### config.mk
export PLATFORM = sky130hd
export DESIGN_NAME = led_tick_gen
export DESIGN_NICKNAME = d
export VERILOG_FILES = /design/src/rtl/led_tick_gen.sv
export SDC_FILE = /design/constraint.sdc
export NUM_CORES = 1
export LEC_CHECK = 0
export ABC_AREA = 1
export BUFFER_PORTS_ARGS = -buffer_cell sky130_fd_sc_hd__buf_4
export CAP_MARGIN = 0
export CORE_ASPECT_RATIO = 0.8
export CORE_MARGIN = 3
export CORE_UTILIZATION = 45
export DETAILED_ROUTE_END_ITERATION = 6
export PLACE_DENSITY_LB_ADDON = 0.1
export SKIP_CTS_REPAIR_TIMING = 1
export SLEW_MARGIN = 20
export SYNTH_ARGS = -nofsm -noshare
export SYNTH_HDL_FRONTEND = slang
export SYNTH_SLANG_ARGS = --single-unit
### constraint.sdc
create_clock -name clock -period 1.8 [get_ports clock]
set_input_delay 0 -clock clock [delete_from_list [all_inputs] [get_ports clock]]
set_output_delay 0 -clock clock [all_outputs]
set_load 0.01 [all_outputs]
### src/rtl/led_tick_gen.sv
// led_tick_gen: programmable rate generator feeding the LED sweep stage.
// Divides the system clock into a one-cycle tick strobe (clock enable) whose period is
// div_reg+1 cycles. The divisor can be reloaded at run time; a reload never shortens or
// stretches the period in progress while running. Also counts emitted ticks.
//
// Optional build macro: LED_TICK_SYNC_EN -- when defined, enable passes through a
// 2-flop synchronizer (reset to 0) before the FSM, adding 2 cycles of start/stop latency.
//
// Ports:
//   clock       in   system clock
//   reset       in   synchronous, active-high reset (priority over all inputs)
//   enable      in   1 = run, 0 = hold (counter frozen)
//   div_load    in   1-cycle strobe: capture div_value into the staging register
//   div_value   in   new divisor; period = div_value+1 cycles
//   tick        out  1-cycle strobe, one per period while running
//   tick_count  out  ticks emitted since reset, wraps
//   running     out  1 while the FSM is in RUN
//   div_pending out  1 while a loaded divisor awaits application
module led_tick_gen #(
  parameter int unsigned DIV_W       = 26,
  parameter int unsigned DEFAULT_DIV = 2499999,
  parameter int unsigned CNT_W       = 16
) (
  input  logic             clock,
  input  logic             reset,
  input  logic             enable,
  input  logic             div_load,
  input  logic [DIV_W-1:0] div_value,
  output logic             tick,
  output logic [CNT_W-1:0] tick_count,
  output logic             running,
  output logic             div_pending
);

  localparam logic [DIV_W-1:0] DefaultDiv = DIV_W'(DEFAULT_DIV);

  typedef enum logic [1:0] {StIdle, StRun, StHold} state_e;

  state_e           state_q, state_d;
  logic [DIV_W-1:0] cnt_q, cnt_d;
  logic [DIV_W-1:0] div_reg_q, div_reg_d;
  logic [DIV_W-1:0] div_stage_q, div_stage_d;
  logic             div_pending_q, div_pending_d;
  logic             tick_q, tick_d;
  logic [CNT_W-1:0] tick_count_q, tick_count_d;
  logic             running_q, running_d;
  logic             en_eff;

`ifdef LED_TICK_SYNC_EN
  logic [1:0] en_sync_q, en_sync_d;

  always_comb begin
    en_sync_d = {en_sync_q[0], enable};
  end

  always_ff @(posedge clock) begin
    if (reset) begin
      en_sync_q <= 2'b00;
    end else begin
      en_sync_q <= en_sync_d;
    end
  end

  assign en_eff = en_sync_q[1];
`else
  assign en_eff = enable;
`endif

  // Outside RUN a pending divisor is applied the cycle after it was loaded; a fresh
  // div_load in the same cycle defers that so the newest value wins.
  logic             apply_idle;
  logic [DIV_W-1:0] start_val;
  // At terminal count a same-cycle div_load is folded straight into the reload.
  logic             apply_tc;
  logic [DIV_W-1:0] tc_val;

  always_comb begin
    apply_idle = div_pending_q & ~div_load;
    start_val  = apply_idle ? div_stage_q : div_reg_q;
    apply_tc   = div_pending_q | div_load;
    tc_val     = div_load ? div_value : div_stage_q;
  end

  always_comb begin
    state_d       = state_q;
    cnt_d         = cnt_q;
    div_reg_d     = div_reg_q;
    div_stage_d   = div_stage_q;
    div_pending_d = div_pending_q;
    tick_d        = 1'b0;
    tick_count_d  = tick_count_q;

    if (div_load) begin
      div_stage_d   = div_value;
      div_pending_d = 1'b1;
    end

    unique case (state_q)
      StIdle: begin
        if (apply_idle) begin
          div_reg_d     = div_stage_q;
          cnt_d         = div_stage_q;
          div_pending_d = 1'b0;
        end
        if (en_eff) begin
          state_d = StRun;
          cnt_d   = start_val;
        end
      end
      StHold: begin
        // A divisor applied while holding restarts a full period.
        if (apply_idle) begin
          div_reg_d     = div_stage_q;
          cnt_d         = div_stage_q;
          div_pending_d = 1'b0;
        end
        if (en_eff) begin
          state_d = StRun;
        end
      end
      StRun: begin
        if (!en_eff) begin
          state_d = StHold;
        end else if (cnt_q == '0) begin
          tick_d       = 1'b1;
          tick_count_d = tick_count_q + CNT_W'(1);
          if (apply_tc) begin
            div_reg_d     = tc_val;
            cnt_d         = tc_val;
            div_pending_d = 1'b0;
          end else begin
            cnt_d = div_reg_q;
          end
        end else begin
          cnt_d = cnt_q - DIV_W'(1);
        end
      end
      default: begin
        state_d = StIdle;
      end
    endcase

    running_d = (state_d == StRun);
  end

  always_ff @(posedge clock) begin
    if (reset) begin
      state_q       <= StIdle;
      cnt_q         <= DefaultDiv;
      div_reg_q     <= DefaultDiv;
      div_stage_q   <= DefaultDiv;
      div_pending_q <= 1'b0;
      tick_q        <= 1'b0;
      tick_count_q  <= '0;
      running_q     <= 1'b0;
    end else begin
      state_q       <= state_d;
      cnt_q         <= cnt_d;
      div_reg_q     <= div_reg_d;
      div_stage_q   <= div_stage_d;
      div_pending_q <= div_pending_d;
      tick_q        <= tick_d;
      tick_count_q  <= tick_count_d;
      running_q     <= running_d;
    end
  end

  assign tick        = tick_q;
  assign tick_count  = tick_count_q;
  assign running     = running_q;
  assign div_pending = div_pending_q;

endmodule

==> flow_summary_export.csv <==
group,metric,value,unit
routing,avgViaCountPerCell,5.52,
routing,vias,7641,
timing,finalSetupViolations,45,
floorplan,die_width,140,µm
synth,yosysMostFrequentCell,"nand2_1",
timing,finalCriticalPeriod,1.95,ns
final_layout,antennaDiodeCount,0,
routing,ant_nets,0,
global_routing,grt_max_degree,51,
place,hpwlAfterDp,16900,µm
clock_tree,root_buffer,"clkbuf_16",
clock_tree,clk_pin_slew,0.07,ns
final_layout,final_layout_size_suffix_gt1_share,21.7,%
status,violations,"negative hold slack, negative setup slack",
pwr,netSwitchingFraction,35.5,%
timing,finClkSkew,0.0113,ns
routing,wl_per_cell,17.3,µm
synth,ys_types,39,
synth,synth_simple_gate_area_share,32.0,%
pwr,power_frac_clock,29.4,%
timing,max_slew_margin,56.0,%
critical_path,crit_path_start_kind,"register",
critical_path,cp.arrival,2.25,ns
synth,synth_area_leaders,"dfxtp_1 31%, nand2_1 18%, a21oi_1 8.8%",
synth,yosysTopAreaCellShare,30.8,%
critical_path,critPathCaptureType,"register",
synth,synth_mux_area_share,1.40,%
timing,fin_tns_setup,-2.31,ns
clock_tree,cts_tree,"done",
pwr,leakage,3.97,nW
synth,synth_top_family_by_area,"simple AND/OR/NAND/NOR gates",
floorplan,dieArea,0.0158,mm²
global_routing,grt_pass1_vias,6462,
synth,yosysWarningCount,0,
timing,hold_viol,2,
floorplan,die_height,113,µm
critical_path,path_max_fanout,6,
timing,fin_hold_ws,-0.0104,ns
pwr,p_switching,0.00266,W
synth,synth_edf_count,0,
critical_path,critPathRequiredTime,2.10,ns
place,io_buffers,48,
floorplan,io_pins,49,
global_routing,grtUsageTotal,29.3,%
routing,drcViolationCount,0,
synth,synthXorXnorAreaFrac,3.27,%
synth,ys_seq_area_share,30.8,%
final_layout,nets,1235,
status,status,"finished, violations left",
timing,timing_worst_slew_pin_value,0.659,ns
pwr,p_comb_share,36.1,%
timing,fmaxAchievable,0.514,GHz
synth,avgSynthCellArea,6.12,µm²
clock_tree,clkSinkCount,99,
worst_hold_path,hold_class,"input port to register",
pwr,p_int,0.00482,W
pwr,power.density,853,mW/mm²
place,place_congestion,0.986,
global_routing,antenna_found_initial,0,
synth,synth_flop_cell,"dfxtp_1",
pwr,total_power,0.00747,W
clock_tree,numCtsBuffers,9,
global_routing,gr-total-overflow,0,
synth,synth_commonest_cells,"311 x nand2_1, 113 x a21oi_1, 102 x o21ai_0",
timing,slew_viol_final,0,
routing,first_pass_iters,5,
floorplan,start_util,46.6,%
synth,synth-adder-area-share,1.36,%
synth,synth_async_sr_flop_share,0,%
synth,syn_nets,1088,
timing,finalWorstSetupSlack,-0.146,ns
synth,synthesis.area,0.00643,mm²
synth,synth-compound-area-share,21.8,%
timing,grt_setup_unrepaired,"yes",
pwr,peakVddDrop,0.000621,V
clock_tree,cts_buffer_depth,2,
critical_path,critPathKind,"register to register",
floorplan,num_rows,38,
timing,min_period_over_period,108,%
synth,synth_seq_cells,99,
flow_run,maxCapViolCount,0,
clock_tree,insertion_delay,0.37,ns
routing,drtIter0Drc,815,
clock_tree,htreeDepth,3,
global_routing,grt_pass1_wl,36600,µm
routing,wl,24000,µm
final_layout,area_delta_synth_final,36.3,%
synth,synth_largest_area_cell,"dfxtp_1",
pwr,p_seq_share,34.6,%
floorplan,core_area,0.0138,mm²
synth,netlist_instances,1051,
[critical path, cell delays in order, from the launching register on]
cell and delay (ns):
dfxtp_2 0.32, inv_2 0.08, ha_4 0.15, nand2_4 0.06
nor2_4 0.14, nand2_2 0.10, nor2_4 0.12, nand3_4 0.12
buf_6 0.15, o22ai_4 0.15, buf_12 0.17, buf_12 0.14
o21ai_1 0.06, a21oi_1 0.14
[layout by cell type, fill, tap and decap left out, drive strengths merged, types with 3 or more instances in the layout]
cell type / instances
nand2: 314
buf: 170
o21ai: 117
a21oi: 113
dfxtp: 99
nor2: 93
inv: 88
nand3: 65
dlygate4sd3: 24
xor2: 22
o211ai: 17
clkbuf: 13
mux2i: 9
nand4: 8
nor3: 7
ha: 7
nor4: 6
clkinv: 5
o221ai: 3
o31ai: 3
a31oi: 3
or2: 3
[stage by stage]
step                      utilization, %  cell area [µm²]  hold slack, ns  worst slack, ns  instances
after floorplan                        -             6450           0.141          0.00624       1051
after global placement              56.6             7810           0.236          -0.0398       1330
after detailed placement            56.6             7810           0.244          -0.0643       1330
after CTS                           59.0             8140          -0.137          -0.0973       1346
after global routing                63.6             8770        0.000148           -0.223       1383
final                               63.6             8770         -0.0104           -0.146       1383
[per-layer routing]
metal | GRT usage [%] | vias up | part of all wire (%)
met4 | 7.10 | 0 | 1.9
met2 | 35.7 | 435 | 37
li1 | - | 3759 | -
met1 | 48.2 | 3417 | 48
met5 | 0 | - | 0
met3 | 8.62 | 30 | 13
[final timing paths]
check                               startpoint        endpoint  slack [ns]  depth (start not counted)
worst max register to register        cnt_q[0]   div_reg_q[15]       -0.15                         13
worst min register to register  div_stage_q[2]  div_stage_q[2]        0.46                          2
worst min-delay path                  div_load  div_stage_q[5]       -0.01                          2
worst max-delay path                  cnt_q[0]   div_reg_q[15]       -0.15                         13
[kinds of logic after synthesis]
| group | Yosys count |
|---|---|
| compound gates | 263 |
| xor+xnor | 24 |
| fa+ha+maj | 7 |
| buf+inv | 151 |
| flops | 99 |
| mux | 9 |
| simple gates | 498 |
[state kept, by name (all words and copies together), names as in the netlist]
register,flops
running,1
div_pending,1
cnt_q,26
tick,1
state_q,2
div_reg_q,26
div_stage_q,26
tick_count,16
[final cells by class]
type	count	area (µm²)
Clock buffer	11	243
Clock inverter	5	85.1
Fill cell	1325	5020
Inverter	90	345
Multi-Input combinational cell	801	4070
Sequential cell	99	1980
Tap cell	180	225
Timing Repair Buffer	196	1810
Timing Repair inverter	1	6.26
[power groups by stage]
stage                     clock network [W]  registers, W  logic [W]
final                               0.00219       0.00258    0.00270
after global routing                0.00231       0.00261    0.00295
after CTS                           0.00222       0.00257    0.00234
after detailed placement                  0       0.00262    0.00233
after global placement                    0       0.00261    0.00233
after floorplan                           0       0.00263    0.00137
Note: power is estimated with default switching activity, not from simulation.
